--- src/rtl/cu_pkg.sv ---
// Shared definitions for the decode-stage control unit: opcode classes,
// sequencer states, flag-destination codes and the control bundle.
package cu_pkg;

   localparam logic [2:0] CLS_ALU   = 3'b000;
   localparam logic [2:0] CLS_LOAD  = 3'b001;
   localparam logic [2:0] CLS_STORE = 3'b010;
   localparam logic [2:0] CLS_JCOND = 3'b011;
   localparam logic [2:0] CLS_IO    = 3'b101;
   localparam logic [2:0] CLS_STACK = 3'b111;

   localparam logic [4:0] PAT_MOV   = 5'b00100;
   localparam logic [4:0] PAT_CALL  = 5'b10110;
   localparam logic [4:0] PAT_RET   = 5'b11110;
   localparam logic [6:0] PAT_CARRY = 7'b1110000;

   localparam logic [1:0] FD_CARRY_CLR = 2'b00;
   localparam logic [1:0] FD_CARRY_SET = 2'b01;
   localparam logic [1:0] FD_NONE      = 2'b10;
   localparam logic [1:0] FD_ALU       = 2'b11;

   localparam logic [1:0] FLAG_ALWAYS  = 2'b11;

   typedef enum logic [2:0] {
      ST_IDLE     = 3'd0,
      ST_PUSH_PC  = 3'd1,
      ST_PUSH_FLG = 3'd2,
      ST_VEC      = 3'd3,
      ST_POP_FLG  = 3'd4,
      ST_POP_PC   = 3'd5
   } state_t;

   typedef enum logic {
      MODE_INT  = 1'b0,
      MODE_CALL = 1'b1
   } mode_t;

   typedef struct packed {
      logic       wb;
      logic       alu;
      logic       imm;
      logic       selector;
      logic       mr;
      logic       mw;
      logic       jmp;
      logic       ior;
      logic       iow;
      logic [2:0] alu_ops;
      logic [1:0] flag_sel;
      logic [1:0] fd;
      logic       is_stack_op;
      logic       stack_op;
      logic       stack_pc;
      logic       stack_flags;
      logic [1:0] word_idx;
      logic       fetch_stall;
      logic       int_ack;
      logic       busy;
   } ctrl_t;

endpackage

--- src/rtl/cu_decode.sv ---
// Combinational single-cycle opcode decode into the control bundle, plus
// flags telling the sequencer which multi-cycle operation an opcode starts.
module cu_decode
   import cu_pkg::*;
(
   input  logic [7:0] op,
   output ctrl_t      ctrl,
   output logic       is_call,
   output logic       is_ret,
   output logic       is_rti
);

   logic cls_alu_s;
   logic cls_load_s;
   logic cls_store_s;
   logic cls_jcond_s;
   logic cls_io_s;
   logic cls_stack_s;
   logic is_mov_s;
   logic is_carry_s;
   logic is_pop_s;
   logic is_push_s;
   logic is_ior_s;

   assign cls_alu_s   = (op[5:3] == CLS_ALU);
   assign cls_load_s  = (op[5:3] == CLS_LOAD);
   assign cls_store_s = (op[5:3] == CLS_STORE);
   assign cls_jcond_s = (op[5:3] == CLS_JCOND);
   assign cls_io_s    = (op[5:3] == CLS_IO);
   assign cls_stack_s = (op[5:3] == CLS_STACK);
   assign is_mov_s    = (op[7:3] == PAT_MOV);
   assign is_carry_s  = (op[7:1] == PAT_CARRY);
   assign is_pop_s    = cls_stack_s & op[0];
   assign is_push_s   = cls_stack_s & ~op[0];
   assign is_ior_s    = cls_io_s & ~op[0];

   assign is_call = (op[7:3] == PAT_CALL);
   assign is_ret  = (op[7:3] == PAT_RET) & ~op[0];
   assign is_rti  = (op[7:3] == PAT_RET) & op[0];

   // Build the single-cycle control bundle for the opcode.
   always_comb begin
      ctrl             = '0;
      ctrl.alu         = cls_alu_s;
      ctrl.alu_ops     = op[2:0];
      ctrl.imm         = (op[7:6] == 2'b01);
      ctrl.selector    = cls_alu_s & (op[7:6] == 2'b10);
      ctrl.ior         = is_ior_s;
      ctrl.iow         = cls_io_s & op[0];
      ctrl.wb          = cls_load_s | cls_alu_s | is_ior_s | is_pop_s |
                         (op[7:6] == 2'b01) | is_mov_s;
      ctrl.mr          = cls_load_s | is_pop_s;
      ctrl.mw          = cls_store_s | is_push_s;
      ctrl.jmp         = cls_jcond_s;
      ctrl.flag_sel    = op[1:0];
      ctrl.is_stack_op = cls_stack_s;
      ctrl.stack_op    = is_pop_s;
      if (is_carry_s) begin
         ctrl.fd = op[0] ? FD_CARRY_SET : FD_CARRY_CLR;
      end else if (cls_alu_s) begin
         ctrl.fd = FD_ALU;
      end else begin
         ctrl.fd = FD_NONE;
      end
   end

endmodule

--- src/rtl/cu_seq.sv ---
// Decode-stage control unit: registered decode plus a micro-sequencer for
// interrupt entry, CALL, RET and RTI that drives multi-beat stack transfers.
module cu_seq
   import cu_pkg::*;
#(
   parameter int OPCODE_W     = 8,
   parameter int PC_WORDS     = 2,
   parameter int FLAGS_ON_INT = 1
) (
   input  logic                clk,
   input  logic                rst,
   input  logic [OPCODE_W-1:0] opcode,
   input  logic                opcode_valid,
   input  logic                int_req,
   input  logic                stall_in,
   output logic                wb,
   output logic                alu,
   output logic                imm,
   output logic                selector,
   output logic                mr,
   output logic                mw,
   output logic                jmp,
   output logic                ior,
   output logic                iow,
   output logic [2:0]          alu_ops,
   output logic [1:0]          flag_sel,
   output logic [1:0]          fd,
   output logic                is_stack_op,
   output logic                stack_op,
   output logic                stack_pc,
   output logic                stack_flags,
   output logic [1:0]          word_idx,
   output logic                fetch_stall,
   output logic                int_ack,
   output logic                busy
);

   localparam logic [1:0] LAST_BEAT = 2'(PC_WORDS - 1);

   state_t state_r, next_state_s;
   mode_t  mode_r, next_mode_s;
   logic [1:0] beat_r, next_beat_s;
   logic   int_pending_r;
   logic   take_int_s;
   ctrl_t  dec_s, out_s, out_r;
   logic   is_call_s, is_ret_s, is_rti_s;

   cu_decode u_decode (
      .op      (opcode[7:0]),
      .ctrl    (dec_s),
      .is_call (is_call_s),
      .is_ret  (is_ret_s),
      .is_rti  (is_rti_s)
   );

   // Sequencer state, beat counter, mode and sticky interrupt request.
   always_ff @(posedge clk) begin
      if (!rst) begin
         state_r       <= ST_IDLE;
         beat_r        <= 2'd0;
         mode_r        <= MODE_INT;
         int_pending_r <= 1'b0;
      end else if (stall_in) begin
         int_pending_r <= int_pending_r | int_req;
      end else begin
         state_r       <= next_state_s;
         beat_r        <= next_beat_s;
         mode_r        <= next_mode_s;
         int_pending_r <= take_int_s ? 1'b0 : (int_pending_r | int_req);
      end
   end

   // Next-state logic; an interrupt outranks any opcode in IDLE.
   always_comb begin
      next_state_s = state_r;
      next_beat_s  = beat_r;
      next_mode_s  = mode_r;
      take_int_s   = 1'b0;
      case (state_r)
         ST_IDLE: begin
            if (int_req | int_pending_r) begin
               take_int_s   = 1'b1;
               next_state_s = ST_PUSH_PC;
               next_mode_s  = MODE_INT;
               next_beat_s  = 2'd0;
            end else if (opcode_valid & is_call_s) begin
               next_state_s = ST_PUSH_PC;
               next_mode_s  = MODE_CALL;
               next_beat_s  = 2'd0;
            end else if (opcode_valid & is_rti_s) begin
               next_state_s = ST_POP_FLG;
            end else if (opcode_valid & is_ret_s) begin
               next_state_s = ST_POP_PC;
               next_beat_s  = LAST_BEAT;
            end else begin
               next_state_s = ST_IDLE;
            end
         end
         ST_PUSH_PC: begin
            if (beat_r == LAST_BEAT) begin
               next_beat_s = 2'd0;
               if (mode_r == MODE_CALL) begin
                  next_state_s = ST_IDLE;
               end else if (FLAGS_ON_INT != 0) begin
                  next_state_s = ST_PUSH_FLG;
               end else begin
                  next_state_s = ST_VEC;
               end
            end else begin
               next_beat_s = beat_r + 2'd1;
            end
         end
         ST_PUSH_FLG: next_state_s = ST_VEC;
         ST_VEC:      next_state_s = ST_IDLE;
         ST_POP_FLG: begin
            next_state_s = ST_POP_PC;
            next_beat_s  = LAST_BEAT;
         end
         ST_POP_PC: begin
            if (beat_r == 2'd0) begin
               next_state_s = ST_IDLE;
            end else begin
               next_beat_s = beat_r - 2'd1;
            end
         end
         default: begin
            next_state_s = ST_IDLE;
            next_beat_s  = 2'd0;
         end
      endcase
   end

   // Output bundle for the cycle being executed; registered below.
   always_comb begin
      out_s = '0;
      case (state_r)
         ST_IDLE: begin
            if (take_int_s) begin
               out_s.int_ack     = 1'b1;
               out_s.fetch_stall = 1'b1;
            end else if (opcode_valid) begin
               out_s             = dec_s;
               out_s.fetch_stall = (next_state_s != ST_IDLE);
            end else begin
               out_s = '0;
            end
         end
         ST_PUSH_PC: begin
            out_s.mw          = 1'b1;
            out_s.stack_pc    = 1'b1;
            out_s.is_stack_op = 1'b1;
            out_s.word_idx    = beat_r;
            out_s.busy        = 1'b1;
            if ((beat_r == LAST_BEAT) && (mode_r == MODE_CALL)) begin
               out_s.jmp      = 1'b1;
               out_s.flag_sel = FLAG_ALWAYS;
            end else begin
               out_s.fetch_stall = 1'b1;
            end
         end
         ST_PUSH_FLG: begin
            out_s.mw          = 1'b1;
            out_s.stack_flags = 1'b1;
            out_s.is_stack_op = 1'b1;
            out_s.busy        = 1'b1;
            out_s.fetch_stall = 1'b1;
         end
         ST_VEC: begin
            out_s.mr   = 1'b1;
            out_s.jmp  = 1'b1;
            out_s.busy = 1'b1;
         end
         ST_POP_FLG: begin
            out_s.mr          = 1'b1;
            out_s.stack_flags = 1'b1;
            out_s.is_stack_op = 1'b1;
            out_s.stack_op    = 1'b1;
            out_s.busy        = 1'b1;
            out_s.fetch_stall = 1'b1;
         end
         ST_POP_PC: begin
            out_s.mr          = 1'b1;
            out_s.stack_pc    = 1'b1;
            out_s.is_stack_op = 1'b1;
            out_s.stack_op    = 1'b1;
            out_s.word_idx    = beat_r;
            out_s.busy        = 1'b1;
            if (beat_r == 2'd0) begin
               out_s.jmp      = 1'b1;
               out_s.flag_sel = FLAG_ALWAYS;
            end else begin
               out_s.fetch_stall = 1'b1;
            end
         end
         default: out_s = '0;
      endcase
   end

   // Output register; holds its value while the pipeline is frozen.
   always_ff @(posedge clk) begin
      if (!rst) begin
         out_r <= '0;
      end else if (!stall_in) begin
         out_r <= out_s;
      end else begin
         out_r <= out_r;
      end
   end

   assign wb          = out_r.wb;
   assign alu         = out_r.alu;
   assign imm         = out_r.imm;
   assign selector    = out_r.selector;
   assign mr          = out_r.mr;
   assign mw          = out_r.mw;
   assign jmp         = out_r.jmp;
   assign ior         = out_r.ior;
   assign iow         = out_r.iow;
   assign alu_ops     = out_r.alu_ops;
   assign flag_sel    = out_r.flag_sel;
   assign fd          = out_r.fd;
   assign is_stack_op = out_r.is_stack_op;
   assign stack_op    = out_r.stack_op;
   assign stack_pc    = out_r.stack_pc;
   assign stack_flags = out_r.stack_flags;
   assign word_idx    = out_r.word_idx;
   assign fetch_stall = out_r.fetch_stall;
   assign int_ack     = out_r.int_ack;
   assign busy        = out_r.busy;

endmodule

--- config.mk ---
export PLATFORM = sky130hd
export DESIGN_NAME = cu_seq
export DESIGN_NICKNAME = d
export VERILOG_FILES = /design/src/rtl/cu_pkg.sv /design/src/rtl/cu_decode.sv /design/src/rtl/cu_seq.sv
export SDC_FILE = /design/constraint.sdc
export NUM_CORES = 1
export LEC_CHECK = 0
export CORE_MARGIN = 2
export CORE_UTILIZATION = 49
export DETAILED_ROUTE_END_ITERATION = 7
export PLACE_DENSITY = 0.79
export REMOVE_ABC_BUFFERS = 1
export SLEW_MARGIN = 20
export SYNTH_ARGS = -nofsm -noshare
export SYNTH_HDL_FRONTEND = slang
export SYNTH_SLANG_ARGS = --single-unit
--- constraint.sdc ---
create_clock -name clk -period 2.1 [get_ports clk]
set_clock_uncertainty 0.2 [all_clocks]
set_input_delay 0.42 -clock clk [delete_from_list [all_inputs] [get_ports clk]]
set_output_delay 0.42 -clock clk [all_outputs]
set_load 0.02 [all_outputs]
==> Word level (Yosys, flattened, before mapping) <==
Index checks and enable logic that the tools add are counted.
{ "word_totals": {"ff_bits": 32, "wordCells": 132, "inputBits": 13, "out_inout_bits": 25} }
{ "classes": {"bitwise": 21, "n_mux": 49, "add_sub_neg": 2, "n_eq_ne": 20, "n_reduce_logical": 16} }
{ "op_table": {"columns": ["cell", "count"], "rows": [
  ["25-bit 2-to-1 mux", 1],
  ["2-bit 2-to-1 mux", 12],
  ["22-bit 2-to-1 mux", 1],
  ["3-bit 2-to-1 mux", 6],
  ["3-bit case mux with 5 select lines", 1],
  ["1-bit 2-to-1 mux", 14],
  ["1-bit case mux with 2 select lines", 7],
  ["3-bit by 2-bit == test with 1-bit output, second input constant", 4],
  ["3-bit == test, second input constant", 4],
  ["1-bit AND", 10],
  ["5-bit == test, second input constant", 2],
  ["2-bit case mux with 5 select lines", 1],
  ["2-bit OR reduction", 5],
  ["4-bit != test, second input constant", 2],
  ["1-bit OR", 8],
  ["1-bit case mux with 4 select lines", 2],
  ["7-bit == test, second input constant", 1],
  ["3-bit by 1-bit == test with 1-bit output, second input constant", 2],
  ["3-bit zero test", 2],
  ["2-bit case mux with 3 select lines", 1],
  ["5-bit by 3-bit == test with 1-bit output, second input constant", 1],
  ["5-bit 2-to-1 mux", 1],
  ["5-bit AND reduction", 1],
  ["5-bit OR reduction", 1],
  ["other kinds (15)", 18]
]} }

==> Depth between registers and ports, before layout <==
Gate-level depths: netlist of run 1.
{ "logic_depth": {"word_depth": 12, "mapped_depth": 6, "depth_no_buf": 6} }

==> Modules after synthesis <==
Synthesis of run 1 repeated with hierarchy kept, for this count alone.
{ "hier_totals": {"cells_unflattened": 245, "area_unflattened_um2": 1991.9} }
{ "modules_own_cells": {"columns": ["mod", "seq_area_each_um2", "instances", "cells_per_inst", "area_each_um2"], "rows": [
  ["cu_seq", 640.6, 1, 195, 1609.0],
  ["cu_decode", 0.0, 1, 50, 382.9]
]} }

==> Worst setup path after synthesis of run 1 <==
No wires, ideal clock.
{ "synth_timing": {"kind": "register -> register", "startpoint": "register beat_r[0]", "endpoint": "register beat_r[1]", "setup_ns": 0.070, "path_buffers": 0, "setup_slack_ns": 0.246, "period_less_slack_ns": 1.854, "t_required_ns": 1.830, "arrival_ns": 1.584, "path_stages_with_launch": 6, "cell_sequence": "dfxtp_1 > inv_1 > ha_1 > a311o_1 > or4_1 > a21oi_1"} }
{ "synth_between": {"elab_chain_len": 3, "word_cells_on_any_way": 9, "classes_between": "add/sub (2); eq/ne (2); mux (3); reduce/logical (2)"} }
{ "synth_rtl": {"columns": ["item", "line", "source"], "rows": [
  ["start, declared", "cu_seq.sv:42", "logic [1:0] beat_r, next_beat_s;"],
  ["start signal, assigned", "cu_seq.sv:67", "beat_r <= next_beat_s;"],
  ["2-bit by 1-bit subtractor with 2-bit output (tied with other cells)", "cu_seq.sv:123", "next_beat_s = beat_r - 2'd1;"],
  ["2-bit 2-to-1 mux (tied with other cells)", "cu_seq.sv:120", "if (beat_r == 2'd0) begin"],
  ["2-bit case mux with 5 select lines or 5-bit AND reduction (tied branches)", null, null]
]} }
Parallel ways exist; a longest one is shown, timed or not. The select of a mux whose other input is x is not followed.
A chain may end at the register's enable or synchronous reset.

==> Worst setup path in the final report of run 1 <==
{ "layout_timing": {"startpoint": "register state_r[1]", "endpoint": "register beat_r[1]"} }
{ "layout_between": {"elab_chain_len": 4, "word_cells_on_any_way": 13, "classes_between": "eq/ne (8); mux (1); bitwise (1); reduce/logical (3)"} }
{ "layout_rtl": {"columns": ["item", "line", "source"], "rows": [
  ["start, declared", "cu_seq.sv:40", "state_t state_r, next_state_s;"],
  ["start signal, assigned", "cu_seq.sv:66", "state_r <= next_state_s;"],
  ["3-bit by 2-bit == test with 1-bit output", "cu_seq.sv:79", "case (state_r)"],
  ["2-bit OR reduction (no line)", null, null],
  ["1-bit inverter (no line)", null, null],
  ["5-bit AND reduction (no line)", null, null]
]} }
Parallel ways exist; a longest one is shown, timed or not.

==> impl_metrics.py, run 1 <==
metrics = {
    "detailed_routing": {
        "routed_wl_mm": 4.274,
        "via_count": 1709,
        "drc": 0,
        "wl_per_cell_um": 14.01,
        "postRouteAntennaNets": 0,
        "drtPass1Iterations": 4,
        "drt_iter0_drc": 122,
        "vias_per_cell": 5.603,
    },
    "synth": {
        "synth.cells.most_frequent": "32 x dfxtp_1, 27 x a21oi_1, 21 x nor2_1",
        "synth-seq-area-share_pct": 39.14,
        "synthFlopType": "dfxtp_1",
        "synthTopCellsByArea": "dfxtp_1 39%, a21oi_1 8.3%, nor2_1 4.8%, nand2_1 4.4%, o21ai_0 4.0%",
        "synth_area_leader_cell": "dfxtp_1",
        "syn_area_um2": 1637,
        "synth.avg_cell_area_um2": 7.868,
        "synthArstFlopShare_pct": 0,
        "synth_cell_type_count": 44,
        "yosysMostFrequentCell": "dfxtp_1",
        "synth_edf_count": 0,
        "ys_warn_count": 0,
        "synth_seq_cells": 32,
        "synth.top_cell.area_share_pct": 39.14,
        "synth_cells": 208,
    },
    "worst_setup_path": {
        "worstSetupPathType": "register to register",
        "cp-start-kind": "register",
        "cp_max_fo": 11,
        "arrival_ps": 2100,
        "cp_data_required_time_ps": 2170,
        "worstSetupEndpointType": "register",
    },
    "timing": {
        "timing.final.crit_share_pct": 96.42,
        "drv_slew": 0,
        "fin_crit_ps": 2025,
        "worst_pin_slew_ps": 424.4,
        "slew-limit-headroom_pct": 71.67,
        "clock.fmax_mhz": 493.9,
        "setup_viol": 0,
        "hold_viol": 0,
    },
    "place": {
        "gp_congestion": 0.9079,
        "numPortBuffers": 37,
        "place_inst": 297,
        "dp.final_hpwl_mm": 3.239,
    },
    "clocking": {
        "clock-sinks": 32,
        "htree_levels": 2,
        "post_cts_buffers": 0,
        "clk_latency_ps": 330,
        "cts-root-buf": "clkbuf_4",
        "clk_path_buf_depth": 2,
        "clk_pin_slew_ps": 100,
        "cts_made_buffers": 5,
        "cts_tree": "built",
    },
    "hold_path": {
        "hold_path.class": "register to register",
    },
    "finish": {
        "layout-drive-gt1-share_pct": 13.79,
        "syn_to_final_growth_pct": 36.70,
        "final_nets": 276,
        "utilization_pct": 72.10,
        "num_antenna_cells": 0,
        "fin_cells": 305,
    },
    "global_routing": {
        "grt_pass1_wl_mm": 6.900,
        "grt_max_degree": 19,
        "antenna_found_initial": 0,
        "overflow": 0,
        "grt_use_total_pct": 24.79,
        "grt_pass1_vias": 1460,
    },
    "floorplan": {
        "die_h_um": 61.79,
        "core_um2": 3103,
        "io_pins": 38,
        "rows": 20,
        "initial_core_util_pct": 52.74,
        "die_area_um2": 3818,
        "die_w_um": 61.79,
    },
    "pwr": {
        "p_leak_uw": 0.0008394,
        "peakVddDrop_mv": 0.3772,
        "p_per_area_nw_per_um2": 589.6,
        "finalPower_uw": 1319,
    },
    "job": {
        "drv_cap": 0,
    },
    "run_status": {
        "status": "finished clean",
    },
}
[final timing paths]
path,from,end,slack (ps),cells after the start
setup / recovery,state_r[1]$_SDFFE_PN0N_,beat_r[1]$_SDFFE_PN0P_,80,4
hold reg to reg,alu_ops[0]$_SDFFE_PN0N_,alu_ops[0]$_SDFFE_PN0N_,260,2
hold / removal,alu_ops[0]$_SDFFE_PN0N_,alu_ops[0]$_SDFFE_PN0N_,260,2
setup reg to reg,state_r[1]$_SDFFE_PN0N_,beat_r[1]$_SDFFE_PN0P_,80,4
[per-stage QoR]
stage               setup slack (ps)  TNS, ps  hold WS, ps  instance area (um^2)
global placement              -117.6   -154.8        248.0                  2173
detailed placement            -155.5   -359.4        251.9                  2173
finish                         75.13        0        262.2                  2237
CTS                            94.17        0        265.9                  2232
floorplan                      201.9        0        266.1                  1568
global route                  -6.250   -6.250        280.3                  2237
[cell families (layout without fill, tap and decap cells)]
family / Yosys count / after routing / synth area share, %
adders and majority gates: 3 / 3 / 2.294
DFF: 32 / 32 / 39.14
buffers and inverters: 26 / 79 / 6.498
muxes: 3 / 3 / 1.835
and+or+nand+nor: 77 / 77 / 24.77
xor gates and xnor gates: 1 / 1 / 0.5353
AOI/OAI and AO/OA: 66 / 66 / 24.92
[layout by cell type (no fill, tap or decap), drive strengths merged, types with 2 or more instances in the layout]
| cell | n |
|---|---|
| nand2b | 3 |
| clkinv | 2 |
| nor2 | 21 |
| and3 | 2 |
| o31a | 2 |
| clkbuf | 8 |
| nand3 | 3 |
| clkdlybuf4s50 | 37 |
| nor3 | 10 |
| nand3b | 3 |
| inv | 8 |
| a31oi | 4 |
| a32oi | 4 |
| dfxtp | 32 |
| o21ai | 13 |
| nand2 | 19 |
| a21oi | 27 |
| ha | 3 |
| nor2b | 2 |
| buf | 24 |
| and4b | 2 |
| a311oi | 2 |
| mux2i | 3 |
| and2 | 2 |
| and4 | 2 |
| or3 | 2 |
| a211oi | 6 |
[metal layers]
metal,track usage (%),vias to the layer above,wire length (um)
met5,0,-,0
met4,10.03,0,81
met3,5.176,10,263
met2,36.54,74,1941
met1,35.34,771,1987
li1,-,854,-
[cell type report]
type / instances / area [um^2]
multi-input combinational: 150 / 894.6
fill: 268 / 865.8
sequential: 32 / 640.6
timing repair buffer: 61 / 550.5
clock buffer: 8 / 58.81
tap: 44 / 55.05
inverter: 10 / 37.54
[critical path: stages, from the launching register on]
cell	delay, ps
dfxtp_1	590
nor2b_4	100
a311o_1	400
or4_1	520
a21oi_1	150
[power by group]
part	switching [uW]	internal (uW)	leakage (uW)
registers	21.6	631	0.000261
logic	159	141	0.000546
clock network	201	165	0.0000326
[timing repair]
| action | in CTS | in global routing |
|---|---|---|
| resized for setup | 0 | 1 |
| endpoints found under the setup margin | 0 | 1 |
| hold buffers | 0 | 0 |
[state kept, by name, indices dropped and copies added (netlist names), 2 cells and up]
signal and cells:
alu_ops 3, beat_r 2, fd 2, flag_sel 2, state_r 3, word_idx 2
Note: power is estimated with default switching activity, not from simulation.
==> inputs of run 2 (changes only) <==
--- a/config.mk
+++ b/config.mk
@@ -6,9 +6,9 @@
 export NUM_CORES = 1
 export LEC_CHECK = 0
 export CORE_MARGIN = 2
-export CORE_UTILIZATION = 49
+export CORE_UTILIZATION = 44
 export DETAILED_ROUTE_END_ITERATION = 7
-export PLACE_DENSITY = 0.79
+export PLACE_DENSITY = 0.75
 export REMOVE_ABC_BUFFERS = 1
 export SLEW_MARGIN = 20
 export SYNTH_ARGS = -nofsm -noshare
==> constraint.sdc (replaced) <==
create_clock -name clk -period 1.75 [get_ports clk]
set_clock_uncertainty 0.2 [all_clocks]
set_input_delay 0.35 -clock clk [delete_from_list [all_inputs] [get_ports clk]]
set_output_delay 0.35 -clock clk [all_outputs]
set_load 0.02 [all_outputs]
==> impl_metrics.py, run 2 (synthesized netlist as in run 1, its figures left out) <==
metrics = {
    "worst_setup_path": {
        "arrival_ps": 1790,
        "cp_max_fo": 5,
        "ff2ff_path_depth": 5,
        "crit_end": "fetch_stall$_SDFFE_PN0N_",
        "r2r_slack_ps": -50,
        "worstSetupPathType": "register to register",
        "r2r_end": "fetch_stall$_SDFFE_PN0N_",
        "worstSetupEndpointType": "register",
        "cp_data_required_time_ps": 1740,
        "rr_startpoint": "state_r[1]$_SDFFE_PN0N_",
        "cp-start-kind": "register",
        "critPathLaunch": "state_r[1]$_SDFFE_PN0N_",
    },
    "place": {
        "gp_congestion": 0.8608,
        "dp_slack_ps": -413.9,
        "dp.final_hpwl_mm": 3.427,
        "numPortBuffers": 37,
        "postPlaceCellArea_um2": 2344,
    },
    "timing": {
        "worst_slack_ps": -47.78,
        "setup_viol": 2,
        "hold_viol": 0,
        "worst_pin_slew_ps": 341.8,
        "slew-limit-headroom_pct": 77.08,
        "clock.fmax_mhz": 556.2,
        "timing.final.crit_share_pct": 102.7,
        "rsz0062_at_grt": "true",
        "fin_crit_ps": 1798,
        "drv_slew": 0,
    },
    "detailed_routing": {
        "wl_per_cell_um": 14.79,
        "drc": 0,
        "drtPass1Iterations": 4,
        "vias_per_cell": 5.534,
        "via_count": 1854,
        "routed_wl_mm": 4.954,
        "postRouteAntennaNets": 0,
        "drt_iter0_drc": 157,
    },
    "hold_path": {
        "hp-start": "alu_ops[0]$_SDFFE_PN0N_",
        "hold_path.class": "register to register",
    },
    "global_routing": {
        "antenna_found_initial": 0,
        "grt_use_total_pct": 25.42,
        "grt_max_degree": 19,
        "grt_pass1_wl_mm": 8.142,
        "overflow": 0,
        "grt_pass1_vias": 1722,
    },
    "clocking": {
        "htree_levels": 2,
        "clk_latency_ps": 290,
        "cts-root-buf": "clkbuf_8",
        "cts_tree": "built",
        "ctsHoldBuffers": 0,
        "clk_pin_slew_ps": 70,
        "cts_made_buffers": 5,
        "clk_path_buf_depth": 2,
        "clock-sinks": 32,
    },
    "floorplan": {
        "rows": 22,
        "die_h_um": 64.99,
        "initial_core_util_pct": 45.39,
        "die_w_um": 64.99,
        "io_pins": 38,
        "die_area_um2": 4223,
        "core_um2": 3606,
    },
    "job": {
        "drv_cap": 0,
    },
    "pwr": {
        "peakVddDrop_mv": 0.6612,
        "p_leak_uw": 0.001130,
        "finalPower_uw": 1936,
        "p_per_area_nw_per_um2": 756.5,
    },
    "finish": {
        "layout_common_cells": "49 x buf_4, 29 x dlygate4sd2_1, 28 x dfxtp_1",
        "syn_to_final_growth_pct": 56.35,
        "layout-drive-gt1-share_pct": 28.92,
        "final_nets": 302,
        "final_common_cell": "buf_4",
        "num_antenna_cells": 0,
        "utilization_pct": 70.96,
        "stdcell_area_um2": 2559,
    },
    "run_status": {
        "status": "complete, but fails checks",
        "failed_checks": "negative setup slack",
    },
}
==> run 2: cell types whose count changed in the layout (fill, tap and decap cells not counted), moves of 4 or more <==
cell,change
a21oi_1,-4
a21oi_2,+4
buf_4,+25
clkbuf_4,-5
clkbuf_8,+4
clkdlybuf4s50_1,-30
dfxtp_1,-4
dlygate4sd2_1,+29
==> run 2: critical path, stage by stage (launching register included) <==
cell and delay (ps):
dfxtp_4 370, buf_4 130, or4bb_1 490, a21oi_2 160
a21oi_1 60, a311oi_1 290
==> run 2: what timing repair did <==
action | CTS | global route
setup endpoints to repair | 30 | 11
setup buffers | 2 | 2
pin swaps | 10 | 9
gates resized for setup | 42 | 19
==> run 2: metrics by stage <==
stage,std cells,setup TNS (ps),hold WS [ps]
final,335,-52.54,255.2
after global routing,335,-438.4,285.2
after CTS,333,-0.6296,261.8
after detailed placement,323,-4625,253.2
after global placement,323,-4074,247.0
after floorplan,192,-174.0,266.1
==> run 2: how the worst min path moves through the flow <==
stage                          endpoint  depth (start not counted)  slack [ps]
2_1_floorplan    beat_r[1]$_SDFFE_PN0P_                          2         270
3_3_place_gp   flag_sel[1]$_SDFFE_PN0N_                          2         250
3_5_place_dp    alu_ops[0]$_SDFFE_PN0N_                          2         250
4_1_cts         alu_ops[0]$_SDFFE_PN0N_                          2         260
5_1_grt        flag_sel[0]$_SDFFE_PN0N_                          2         290
6_report        alu_ops[0]$_SDFFE_PN0N_                          2         260
==> run 2: routing by layer <==
metal	wire length [um]	vias to the layer above	track usage, %
met5	0	-	0
met4	106	0	12.77
met3	329	9	5.382
met2	2400	78	40.34
met1	2117	865	32.44
li1	-	902	-
==> run 2: area by class of cell <==
type	instances	area [um^2]
clock buffer	6	72.57
clock inverter	2	35.03
tap	48	60.06
sequential	32	650.6
fill	305	1047
inverter	10	40.04
timing repair buffer	87	715.7
multi-input combinational	150	984.7
==> run 2: report_power, final <==
part	switching (uW)	leakage [uW]	internal [uW]
sequential	23.2	0.000263	758
clock	288	0.0000552	422
combinational	231	0.000812	214
==> inputs of run 3 (changes only) <==
--- a/config.mk
+++ b/config.mk
@@ -10,6 +10,7 @@
 export DETAILED_ROUTE_END_ITERATION = 7
 export PLACE_DENSITY = 0.75
 export REMOVE_ABC_BUFFERS = 1
+export SETUP_SLACK_MARGIN = 0.02
 export SLEW_MARGIN = 20
 export SYNTH_ARGS = -nofsm -noshare
 export SYNTH_HDL_FRONTEND = slang
==> impl_metrics.py, run 3 (synthesized netlist as in run 1, its figures left out) <==
metrics = {
    "floorplan": {
        "io_pins": 38,
        "die_w_um": 64.99,
        "die_h_um": 64.99,
        "die_area_um2": 4223,
        "core_um2": 3606,
        "rows": 22,
        "initial_core_util_pct": 45.39,
    },
    "place": {
        "place_inst": 323,
        "dp.final_hpwl_mm": 3.427,
        "dp_slack_ps": -413.9,
        "numPortBuffers": 37,
        "postPlaceCellArea_um2": 2344,
        "gp_congestion": 0.8608,
    },
    "worst_setup_path": {
        "crit_path_top_delay_cell": "or4bb_1",
        "worstSetupPathType": "register to register",
        "cp_max_fo": 5,
        "arrival_ps": 1790,
        "cp_data_required_time_ps": 1740,
        "worstSetupEndpointType": "register",
        "crit_path_max_incr_delay_ps": 490,
        "crit_chain": "buf_4, or4bb_1, a21oi_2, a21oi_1, a311oi_1",
        "cp-start-kind": "register",
    },
    "timing": {
        "fin_crit_ps": 1804,
        "slew-limit-headroom_pct": 76.85,
        "clock.fmax_mhz": 554.2,
        "worst_pin_slew_ps": 345.2,
        "timing.final.crit_share_pct": 103.1,
        "worst_slack_ps": -54.30,
        "drv_slew": 0,
        "setup_viol": 3,
        "hold_viol": 0,
        "rsz0062_at_grt": "true",
    },
    "finish": {
        "utilization_pct": 71.55,
        "syn_to_final_growth_pct": 57.64,
        "fin_cells": 336,
        "final_nets": 303,
        "final_common_cell": "buf_4",
        "num_antenna_cells": 0,
        "stdcell_area_um2": 2580,
        "layout_common_cells": "49 x buf_4, 29 x dlygate4sd2_1, 27 x dfxtp_1",
        "layout-drive-gt1-share_pct": 30.21,
    },
    "pwr": {
        "finalPower_uw": 1937,
        "peakVddDrop_mv": 0.6607,
        "p_per_area_nw_per_um2": 751.0,
        "p_leak_uw": 0.001137,
    },
    "clocking": {
        "clk_pin_slew_ps": 80,
        "cts_tree": "built",
        "clk_latency_ps": 300,
        "htree_levels": 2,
        "ctsHoldBuffers": 0,
        "cts_made_buffers": 5,
        "clk_path_buf_depth": 2,
        "clock-sinks": 32,
        "cts-root-buf": "clkbuf_8",
    },
    "detailed_routing": {
        "drc": 0,
        "drtPass1Iterations": 4,
        "wl_per_cell_um": 14.76,
        "via_count": 1835,
        "routed_wl_mm": 4.959,
        "postRouteAntennaNets": 0,
        "drt_iter0_drc": 151,
        "vias_per_cell": 5.461,
    },
    "global_routing": {
        "grt_use_total_pct": 25.42,
        "grt_pass1_vias": 1722,
        "overflow": 0,
        "antenna_found_initial": 0,
        "grt_max_degree": 19,
        "grt_pass1_wl_mm": 8.142,
    },
    "run_status": {
        "status": "complete, but fails checks",
        "failed_checks": "negative setup slack",
    },
    "hold_path": {
        "hold_path.class": "register to register",
    },
    "job": {
        "drv_cap": 0,
    },
}
run 3: cell type report:
class | count | area, um^2
Fill cell | 296 | 1026
Multi-Input combinational cell | 150 | 993.5
Timing Repair Buffer | 88 | 726.9
Sequential cell | 32 | 651.9
Clock buffer | 6 | 72.57
Tap cell | 48 | 60.06
Inverter | 10 | 40.04
Clock inverter | 2 | 35.03
run 3: through the flow:
stage | TNS, ps | hold slack (ps)
2_1_floorplan | -174.0 | 266.1
3_3_place_gp | -4074 | 247.0
3_5_place_dp | -4625 | 253.2
4_1_cts | 0 | 261.8
5_1_grt | -492.3 | 285.3
6_report | -89.85 | 255.3
run 3: timing repair:
action	4_1_cts	5_1_grt
gates resized for setup	43	23
setup buffers	2	3
endpoints found under the setup margin	32	16
endpoints found under the hold margin	0	0
pin swaps	10	9
run 3: path summary, 6_finish.rpt:
path,slack [ps],start,endpoint,cells after the start
setup / recovery,-50,state_r[1]$_SDFFE_PN0N_,fetch_stall$_SDFFE_PN0N_,5
hold / removal,260,alu_ops[0]$_SDFFE_PN0N_,alu_ops[0]$_SDFFE_PN0N_,2
setup reg to reg,-50,state_r[1]$_SDFFE_PN0N_,fetch_stall$_SDFFE_PN0N_,5
hold reg to reg,260,alu_ops[0]$_SDFFE_PN0N_,alu_ops[0]$_SDFFE_PN0N_,2
run 3: worst max-delay path: cells and delay by family, from the launching register on:
| family | cells | cell delay, ps |
|---|---|---|
| compound gates | 3 | 510 |
| flops | 1 | 370 |
| simple gates | 1 | 490 |
| buf+inv | 1 | 130 |
run 3: layer usage:
metal  vias up  wire, um  track usage (%)
met5         -         0                0
met4         0       132            12.77
met3        13       267            5.382
met2        65      2417            40.34
met1       854      2141            32.44
li1        903         -                -
run 3: report_power, final:
group	total, uW	switching (uW)	internal, uW	leakage [uW]
Sequential	781	23.1	758	0.000263
Combinational	451	233	218	0.000819
Clock	705	283	422	0.0000552
